==> config.mk <==
export PLATFORM = sky130hd
export DESIGN_NAME = mem_access_unit
export DESIGN_NICKNAME = d
export VERILOG_FILES = /design/src/rtl/mem_access_unit.sv
export SDC_FILE = /design/constraint.sdc
export NUM_CORES = 1
export LEC_CHECK = 0
export CAP_MARGIN = 10
export CORE_MARGIN = 1.5
export CORE_UTILIZATION = 49
export CTS_BUF_LIST = sky130_fd_sc_hd__clkbuf_4 sky130_fd_sc_hd__clkbuf_8
export DETAILED_ROUTE_END_ITERATION = 16
export GPL_ROUTABILITY_DRIVEN = 0
export PLACE_DENSITY = 0.85
export SYNTH_ARGS = -nofsm -noshare
export SYNTH_HDL_FRONTEND = slang
export SYNTH_SLANG_ARGS = --single-unit
==> constraint.sdc <==
create_clock -name clk -period 3.45 [get_ports clk]
set_input_delay 0.345 -clock clk [delete_from_list [all_inputs] [get_ports clk]]
set_output_delay 0.345 -clock clk [all_outputs]
set_load 0.02 [all_outputs]
==> src/rtl/mem_access_unit.sv <==
// Memory-stage load/store unit: bus request/acknowledge sequencing,
// byte-lane formatting of stores and extraction/extension of loads.
module mem_access_unit #(
   parameter int unsigned TIMEOUT = 255
) (
   input  logic        clk,
   input  logic        rst_n,
   input  logic        MemRead,
   input  logic        MemWrite,
   input  logic [2:0]  funct3,
   input  logic [31:0] addr,
   input  logic [31:0] wdata,
   output logic        stall,
   output logic [31:0] load_data,
   output logic        misaligned,
   output logic        bus_fault,
   output logic        bus_req,
   output logic        bus_we,
   output logic [31:0] bus_addr,
   output logic [31:0] bus_wdata,
   output logic [3:0]  bus_be,
   input  logic        bus_ack,
   input  logic [31:0] bus_rdata
);

   typedef enum logic [1:0] {IDLE, REQ, DONE} state_t;

   localparam logic [7:0] TMO_LAST = 8'(TIMEOUT - 1);

   state_t      state;
   state_t      state_nxt;
   logic [7:0]  cnt;
   logic [2:0]  c_f3;
   logic [1:0]  c_lo;
   logic        c_ld;
   logic        access;
   logic        legal;
   logic        aligned;
   logic        start;
   logic        finish;
   logic        tmo;
   logic [31:0] st_wdata;
   logic [3:0]  st_be;
   logic [7:0]  ld_byte;
   logic [15:0] ld_half;
   logic [31:0] ld_ext;

   assign access = MemRead | MemWrite;

   // Stores only accept 000/001/010; loads also accept the unsigned forms.
   always_comb begin
      legal   = 1'b0;
      aligned = 1'b0;
      case (funct3)
         3'b000: begin
            legal   = 1'b1;
            aligned = 1'b1;
         end
         3'b001: begin
            legal   = 1'b1;
            aligned = ~addr[0];
         end
         3'b010: begin
            legal   = 1'b1;
            aligned = (addr[1:0] == 2'b00);
         end
         3'b100: begin
            legal   = ~MemWrite;
            aligned = 1'b1;
         end
         3'b101: begin
            legal   = ~MemWrite;
            aligned = ~addr[0];
         end
         default: begin
            legal   = 1'b0;
            aligned = 1'b0;
         end
      endcase
   end

   always_comb begin
      st_wdata = wdata;
      st_be    = 4'b1111;
      case (funct3[1:0])
         2'b00: begin
            st_wdata = {4{wdata[7:0]}};
            st_be    = 4'b0001 << addr[1:0];
         end
         2'b01: begin
            st_wdata = {2{wdata[15:0]}};
            st_be    = 4'b0011 << addr[1:0];
         end
         default: begin
            st_wdata = wdata;
            st_be    = 4'b1111;
         end
      endcase
   end

   // Extraction uses the size/offset captured on entry to REQ.
   always_comb begin
      ld_byte = bus_rdata[{c_lo, 3'b000} +: 8];
      ld_half = c_lo[1] ? bus_rdata[31:16] : bus_rdata[15:0];
      case (c_f3)
         3'b000:  ld_ext = {{24{ld_byte[7]}}, ld_byte};
         3'b001:  ld_ext = {{16{ld_half[15]}}, ld_half};
         3'b100:  ld_ext = {24'b0, ld_byte};
         3'b101:  ld_ext = {16'b0, ld_half};
         default: ld_ext = bus_rdata;
      endcase
   end

   always_ff @(posedge clk or negedge rst_n) begin
      if (!rst_n) begin
         state <= IDLE;
      end else begin
         state <= state_nxt;
      end
   end

   always_comb begin
      state_nxt  = state;
      stall      = 1'b0;
      misaligned = 1'b0;
      start      = 1'b0;
      finish     = 1'b0;
      tmo        = 1'b0;
      unique case (state)
         IDLE: begin
            if (access) begin
               if (legal && aligned) begin
                  stall     = 1'b1;
                  start     = 1'b1;
                  state_nxt = REQ;
               end else begin
                  misaligned = 1'b1;
               end
            end
         end
         REQ: begin
            stall = 1'b1;
            if (bus_ack) begin
               finish    = 1'b1;
               state_nxt = DONE;
            end else if (cnt == TMO_LAST) begin
               tmo       = 1'b1;
               state_nxt = DONE;
            end
         end
         DONE: begin
            state_nxt = IDLE;
         end
         default: begin
            state_nxt = IDLE;
         end
      endcase
   end

   always_ff @(posedge clk or negedge rst_n) begin
      if (!rst_n) begin
         cnt       <= 8'd0;
         c_f3      <= 3'd0;
         c_lo      <= 2'd0;
         c_ld      <= 1'b0;
         bus_req   <= 1'b0;
         bus_we    <= 1'b0;
         bus_addr  <= 32'd0;
         bus_wdata <= 32'd0;
         bus_be    <= 4'd0;
         load_data <= 32'd0;
         bus_fault <= 1'b0;
      end else begin
         bus_fault <= tmo;
         if (start) begin
            cnt       <= 8'd0;
            c_f3      <= funct3;
            c_lo      <= addr[1:0];
            c_ld      <= ~MemWrite;
            bus_req   <= 1'b1;
            bus_we    <= MemWrite;
            bus_addr  <= {addr[31:2], 2'b00};
            bus_wdata <= MemWrite ? st_wdata : 32'd0;
            bus_be    <= MemWrite ? st_be : 4'b0000;
         end else if (state == REQ) begin
            cnt <= cnt + 8'd1;
         end
         if (finish) begin
            bus_req <= 1'b0;
            if (c_ld) begin
               load_data <= ld_ext;
            end
         end
         if (tmo) begin
            bus_req   <= 1'b0;
            load_data <= 32'd0;
         end
      end
   end

endmodule

Word level (Yosys, flattened, before mapping)
Cells that the tools add are included.
{"block": "totals", "input_bits": 104, "regBits": 117, "word_cells": 81, "out_inout_bits": 105}
{"block": "op_classes", "n_reduce_logical": 16, "eq_ne": 13, "n_shift": 3, "muxes": 33, "n_bitwise": 3, "addsub": 1}
{"operator": "2-to-1 mux 32 bit", "n": 4}
{"operator": "one-hot mux 32 bit (4 select lines)", "n": 1}
{"operator": "one-hot mux 32 bit (2 select lines)", "n": 1}
{"operator": "variable part select 32 x 6 -> 8 bit", "n": 1}
{"operator": "2-to-1 mux 16 bit", "n": 1}
{"operator": "2-to-1 mux 8 bit", "n": 2}
{"operator": "2-to-1 mux 1 bit", "n": 14}
{"operator": "== test 3 bit, second input constant", "n": 4}
{"operator": "adder 8 x 1 -> 8 bit, second input constant", "n": 1}
{"operator": "== test 8 bit, second input constant", "n": 1}
{"operator": "2-to-1 mux 2 bit", "n": 4}
{"operator": "one-hot mux 4 bit (2 select lines)", "n": 1}
{"operator": "== test 3 x 1 -> 1 bit, second input constant", "n": 2}
{"operator": "logical NOT 2 bit", "n": 3}
{"operator": "logical NOT 3 bit", "n": 2}
{"operator": "nonzero test 2 bit", "n": 3}
{"operator": "OR reduction 2 bit", "n": 3}
{"operator": "== test 2 x 1 -> 1 bit, second input constant", "n": 2}
{"operator": "2-to-1 mux 4 bit", "n": 1}
{"operator": "!= test 2 bit, second input constant", "n": 2}
{"operator": "one-hot mux 1 bit (2 select lines)", "n": 2}
{"operator": "one-hot mux 2 bit (2 select lines)", "n": 1}
{"operator": "<< shifter 1 x 2 -> 4 bit, first input constant", "n": 1}
{"operator": "<< shifter 2 x 2 -> 4 bit, first input constant", "n": 1}
{"operator": "other kinds (10)", "n": 11}

Longest topological paths before layout
Gate-level depths: netlist of run 1.
{"block": "logic_depth", "ltp_word": 10, "depth_mapped": 7, "depth_no_buf": 6}

Worst setup path after synthesis of run 1
OpenSTA, ideal clock, no wires.
{"block": "synth_timing", "path_type": "input-to-output", "startpoint": "in funct3[0]", "endpoint": "out stall", "cell_stages": 6, "t_required_ns": 3.105, "arrival_time_ns": 1.895, "slack_ns": 1.210, "cell_sequence": "clkbuf_1 or4_1 a2111o_1 buf_6 buf_6 nand2_1"}
{"block": "synth_between", "elab_chain_len": 7, "word_cells_on_any_way": 15, "cone_classes": "eq/ne: 4; mux: 5; reduce/logical: 6"}
{"item": "start: declaration", "line_no": "10", "text": "input logic [2:0] funct3,"}
{"item": "== test 3 x 2 -> 1 bit, or another cell as far along", "line_no": "54", "text": "case (funct3)"}
{"item": "OR reduction 3 bit (no line) / OR reduction 2 bit (equally long branches)"}
{"item": "one-hot mux 1 bit (2 select lines) / one-hot mux 1 bit (3 select lines) (equally long branches)", "line_no": "54"}
{"item": "logical AND 1 bit *", "line_no": "132", "text": "if (legal && aligned) begin"}
{"item": "2-to-1 mux 1 bit *", "line_no": "132"}
{"item": "2-to-1 mux 1 bit *", "line_no": "131", "text": "if (access) begin"}
{"item": "one-hot mux 1 bit (2 select lines) *", "line_no": "129", "text": "unique case (state)"}
{"item": "end: declaration", "line_no": "13", "text": "output logic stall,"}
Every way passes the cells marked *; elsewhere a longest branch is shown, timed or not.

Worst setup path after layout of run 1
{"block": "layout_timing", "startpoint": "in funct3[2]", "endpoint": "out stall"}
The elaborated chain is that of the path after synthesis.

==> results of run 1 <==
layout make-up:
class / instances / area, um^2
multi-input combinational: 360 / 2390
sequential: 117 / 2930
clock inverter: 11 / 126
antenna: 1 / 2.50
fill: 731 / 2820
timing repair buffer: 217 / 2150
clock buffer: 21 / 277
inverter: 5 / 18.8
tap: 140 / 175
layer usage:
layer / GRT usage / vias to the layer above / share of wire
met3: 0.0777 / 29 / 0.10
li1: - / 2200 / -
met2: 0.419 / 301 / 0.47
met1: 0.346 / 2301 / 0.40
met5: 0 / - / 0
met4: 0.118 / 0 / 0.025
per-stage QoR:
step                      hold WS (ns)  setup WS [ns]  utilization
after floorplan                 0.0494           1.21            -
after global placement           0.463          0.353        0.703
after detailed placement         0.469          0.294        0.703
after CTS                        0.138          0.424        0.740
after global routing             0.196          0.373        0.741
final                            0.120          0.426        0.741
power by group through the flow:
stage | combinational (uW) | clock (uW) | sequential (uW)
floorplan | 775 | 0 | 2620
global placement | 2390 | 0 | 2160
detailed placement | 2450 | 0 | 2170
CTS | 2470 | 1280 | 2160
global route | 2640 | 1340 | 2220
finish | 2460 | 1270 | 2170
sequential cells by signal (all words and copies together), names as in the netlist:
register	cells
bus_be	4
bus_req	1
c_f3	3
state	2
c_lo	2
c_ld	1
cnt	8
load_data	32
bus_fault	1
bus_wdata	32
bus_addr	30
bus_we	1
kinds of logic (layout without fill, tap and decap cells):
family	count (synthesis)	count (layout)	share of synthesized area
and+or+nand+nor	175	175	0.136
AOI/OAI and AO/OA	106	106	0.118
DFF	117	117	0.531
xor gates and xnor gates	2	2	0.00318
other	1	3	0.000680
muxes	73	73	0.171
buffers and inverters	40	254	0.0354
adders and majority gates	2	2	0.00454
synthesized netlist by cell type, types with 2 or more instances:
cell      count  share of area
nand3_1      20          0.018
nand2_1     114          0.078
buf_4         2         0.0027
xor2_1        2         0.0032
mux2_2       24          0.049
nand2b_1      4         0.0045
clkbuf_1     25          0.017
buf_6         5          0.010
buf_1         3         0.0020
nand4_1       3         0.0034
a22oi_1      23          0.031
nor3_1        3         0.0027
o21ai_0      63          0.057
a21oi_1       3         0.0027
ha_1          2         0.0045
inv_1         5         0.0034
mux2i_1      13          0.024
nor2b_1       3         0.0034
o221ai_1      7          0.011
and2_1        2         0.0023
dfrtp_1     117           0.53
mux2_4       36          0.098
a211oi_1      2         0.0027
nor2_1       16          0.011
a221o_1       2         0.0036
or3_1         2         0.0023
worst max-delay path, cell delays in order:
cell,delay (ns)
clkdlybuf4s50_1,0.47
or4_1,0.60
a2111o_2,0.50
nand2_1,0.09
clkdlybuf4s50_1,0.66
worst paths after layout:
path / to / slack (ns) / cells past startpoint / start
max: stall / 0.43 / 5 / funct3[2]
min: bus_addr[8] / 0.12 / 1 / rst_n
max reg2reg: cnt[2] / 1.21 / 5 / state[0]
min reg2reg: bus_wdata[1] / 0.48 / 2 / bus_wdata[1]
max in group asynchronous: bus_wdata[6] / 2.45 / 2 / rst_n
min in group clk: bus_wdata[1] / 0.48 / 2 / bus_wdata[1]
==> results.yml, run 1 <==
sta:
  worst_clock_skew_ns: 0.00829
  final_max_slew_viol_count: 0
  tightest_slew_ns: 1.08
  fin_tns_setup_ns: 0
  finalHoldViolCount: 0
  rsz0062_at_grt: "no"
  timing.final.crit_share: 0.876
  finalCriticalPeriod_ns: 3.02
  relSlewSlack: 0.281
  setup_violations: 0
  fmax_ghz: 0.331
outcome:
  status: "finished clean"
hold_path:
  worstHoldPathType: "in -> async"
clock_network:
  cts_root_buf: "clkbuf_8"
  htree_levels: 4
  clk-insertion-delay-late_ns: 0.43
  cts_hold_buf: 0
  cts_buffer_depth: 2
  cts.repair.resized: 0
  path_clk_slew_ns: 0.07
  clock-sinks: 117
  numCtsBuffers: 17
  cts_setup_buffers: 0
  cts_tree: "built"
power:
  p_switching_uw: 2100
  sw_frac_of_total: 0.356
  seqPwrFrac: 0.368
  pwr-share-clk: 0.215
  ir_drop_mv: 0.472
  power_uw: 5900
  p_leak_uw: 0.00365
  powerDensity_nw_per_um2: 730
  intPower_uw: 3800
  comb_power_share: 0.418
layout:
  final_area_um2: 8070
  fin_nets: 824
  layout_commonest_cell: "clkdlybuf4s50_1"
  fin_cells: 872
  syn_to_final_growth_pct: 46.4
  drive_gt1_frac: 0.146
  most-common-layout-cells: "clkdlybuf4s50_1 (205), dfrtp_1 (117), nand2_1 (114)"
worst_setup_path:
  end_kind: "output pin"
  worstPathArrival_ns: 2.68
  critPathRequiredTime_ns: 3.11
  startpoint_type: "input port"
  cp_max_fo: 3
  worstSetupPathType: "in -> out"
yosys:
  syn_avg_cell_area_um2: 10.7
  synth_seq_cells: 117
  synth_warnings: 0
  synthesis.area_um2: 5510
  synthArstFlopShare: 1.00
  synth_edf_count: 0
  ys_types: 41
  syn-instance-count: 516
  ys_seq_area_frac: 0.531
  ys.flop_type: "dfrtp_1"
floorplan:
  core_um2: 10900
  dieArea_um2: 11900
  std_cell_rows: 38
  fp.dieH_um: 109
  io_pins: 209
  die_x_um: 109
  start_util: 0.506
placement:
  portBuffers: 206
  dp_cells: 838
  place_area_um2: 7650
  post-dp-hpwl_um: 10900
route:
  vias: 4831
  drcViolationCount: 0
  wl_um: 15600
  vias_per_cell: 5.54
  first_pass_iters: 5
  final_antenna_net_count: 0
  drtIter0Drc: 276
  wire_per_inst_um: 17.9
global_routing:
  grt_first_pass_wirelength_um: 24200
  antenna_found_initial: 1
  gr-total-overflow: 0
  track_usage: 0.268
  grt_start_max_net_pins: 89
  grt_pass1_vias: 4764
flow_run:
  drv_cap: 0
(Power assumes the default switching activity.)
==> inputs of run 2 (changes only) <==
--- a/config.mk
+++ b/config.mk
@@ -5,13 +5,13 @@
 export SDC_FILE = /design/constraint.sdc
 export NUM_CORES = 1
 export LEC_CHECK = 0
-export CAP_MARGIN = 10
+export CAP_MARGIN = 20
 export CORE_MARGIN = 1.5
-export CORE_UTILIZATION = 49
+export CORE_UTILIZATION = 40
 export CTS_BUF_LIST = sky130_fd_sc_hd__clkbuf_4 sky130_fd_sc_hd__clkbuf_8
 export DETAILED_ROUTE_END_ITERATION = 16
 export GPL_ROUTABILITY_DRIVEN = 0
-export PLACE_DENSITY = 0.85
+export PLACE_DENSITY = 0.71
 export SYNTH_ARGS = -nofsm -noshare
 export SYNTH_HDL_FRONTEND = slang
 export SYNTH_SLANG_ARGS = --single-unit
==> results.yml, run 2 (same netlist as run 1, synthesis figures left out) <==
outcome:
  status: "finished clean"
sta:
  setup_ws_ns: 0.460
  fmax_ghz: 0.334
  tightest_slew_ns: 0.904
  setup_violations: 0
  worst_clock_skew_ns: 0.00837
  rsz0062_at_grt: "no"
  final_max_slew_viol_count: 0
  relSlewSlack: 0.397
  finalCriticalPeriod_ns: 2.99
  fin_tns_setup_ns: 0
  finalHoldViolCount: 0
  timing.final.crit_share: 0.867
layout:
  largestRegisters: "bus_wdata (32), load_data (32), bus_addr (30)"
  multiInputGateArea_um2: 2390
  drive_gt1_frac: 0.142
  seq_area_um2: 2930
  layout_commonest_cell: "clkdlybuf4s50_1"
  syn_to_final_growth_pct: 48.0
  final_area_um2: 8160
  antennaDiodeCount: 0
  most-common-layout-cells: "clkdlybuf4s50_1 (205), dfrtp_1 (117), nand2_1 (114)"
  fin_nets: 822
  fill_cells: 1113
global_routing:
  track_usage: 0.215
  grt_first_pass_wirelength_um: 24100
  antenna_found_initial: 0
  grt_pass1_vias: 4639
  gr-total-overflow: 0
  grt_start_max_net_pins: 120
worst_setup_path:
  startpoint_type: "input port"
  crit_family: "buffers and inverters"
  worstSetupPathType: "in -> out"
  slowest_delay_ns: 0.66
  worst-path-buf-inv: 2
  end_kind: "output pin"
  critPathRequiredTime_ns: 3.11
  crit_top_cell: "clkdlybuf4s50_1"
  crit_chain: "clkdlybuf4s50_1, or4_1, a2111o_2, nand2_1, clkdlybuf4s50_1"
  cp_max_fo: 3
  worstPathArrival_ns: 2.64
  regToRegSetupSlack_ns: 1.51
  crit_path_top_delay_cell: "clkdlybuf4s50_1"
hold_path:
  worstHoldPathType: "in -> async"
clock_network:
  clock-sinks: 117
  cts_tree: "built"
  cts_hold_buf: 0
  cts_root_buf: "clkbuf_8"
  htree_levels: 4
  clk-insertion-delay-late_ns: 0.43
  numCtsBuffers: 17
  cts.repair.resized: 0
  cts_buffer_depth: 2
  cts_setup_buffers: 0
  path_clk_slew_ns: 0.06
route:
  final_antenna_net_count: 0
  vias_per_cell: 5.09
  wire_per_inst_um: 17.0
  drtIter0Drc: 273
  wl_um: 15300
  first_pass_iters: 4
  vias: 4596
  drcViolationCount: 0
placement:
  post-dp-hpwl_um: 10800
  place_area_um2: 7720
  portBuffers: 206
  post-place-ws_ns: 0.458
floorplan:
  die_x_um: 120
  fp.dieH_um: 120
  std_cell_rows: 42
  core_um2: 13300
  io_pins: 209
  start_util: 0.413
  dieArea_um2: 14500
power:
  p_leak_uw: 0.00368
  ir_drop_mv: 0.273
  powerDensity_nw_per_um2: 732
  power_uw: 5980
flow_run:
  drv_cap: 0
## run 2: area by class of cell
cell class / count / area share
sequential: 117 / 0.359
multi-input combinational: 360 / 0.293
timing repair buffer: 215 / 0.265
clock buffer: 21 / 0.0354
tap: 176 / 0.0270
clock inverter: 9 / 0.0184
inverter: 5 / 0.00230
## run 2: per-layer routing
| layer | up-vias | GRT usage | share of wire |
|---|---|---|---|
| met5 | - | 0 | 0 |
| met3 | 22 | 0.0821 | 0.095 |
| met2 | 184 | 0.336 | 0.47 |
| met1 | 2191 | 0.270 | 0.41 |
| li1 | 2199 | - | - |
| met4 | 0 | 0.0868 | 0.021 |
## run 2: per-stage QoR
| step | utilization | instances | hold slack (ns) |
|---|---|---|---|
| CTS | 0.611 | 903 | 0.0544 |
| detailed placement | 0.578 | 873 | 0.470 |
| finish | 0.611 | 903 | 0.0541 |
| global placement | 0.577 | 872 | 0.461 |
| floorplan | - | 517 | 0.0494 |
| global route | 0.611 | 903 | 0.115 |
## run 2: worst reg2reg max path, cell delays in order (launching register included)
cell and delay (ns):
dfrtp_1 0.47, or3b_2 0.50, o31a_1 0.38, buf_8 0.22
a22oi_1 0.18, nand2_1 0.07
## run 2: where the power goes
group          internal [uW]  switching [uW]  total, uW
sequential              1830             317       2150
combinational           1270            1160       2430
clock                    853             542       1390
total                   3950            2020       5980
## run 2: path summary, 6_finish.rpt
check | from | end | depth (start not counted)
worst max-delay path | funct3[2] | stall | 5
worst min-delay path | rst_n | bus_addr[29] | 1
worst max register to register | state[0] | load_data[29] | 5
worst min register to register | bus_be[2] | bus_be[2] | 2
max in group asynchronous | rst_n | bus_wdata[27] | 2
min in group clk | bus_be[2] | bus_be[2] | 2
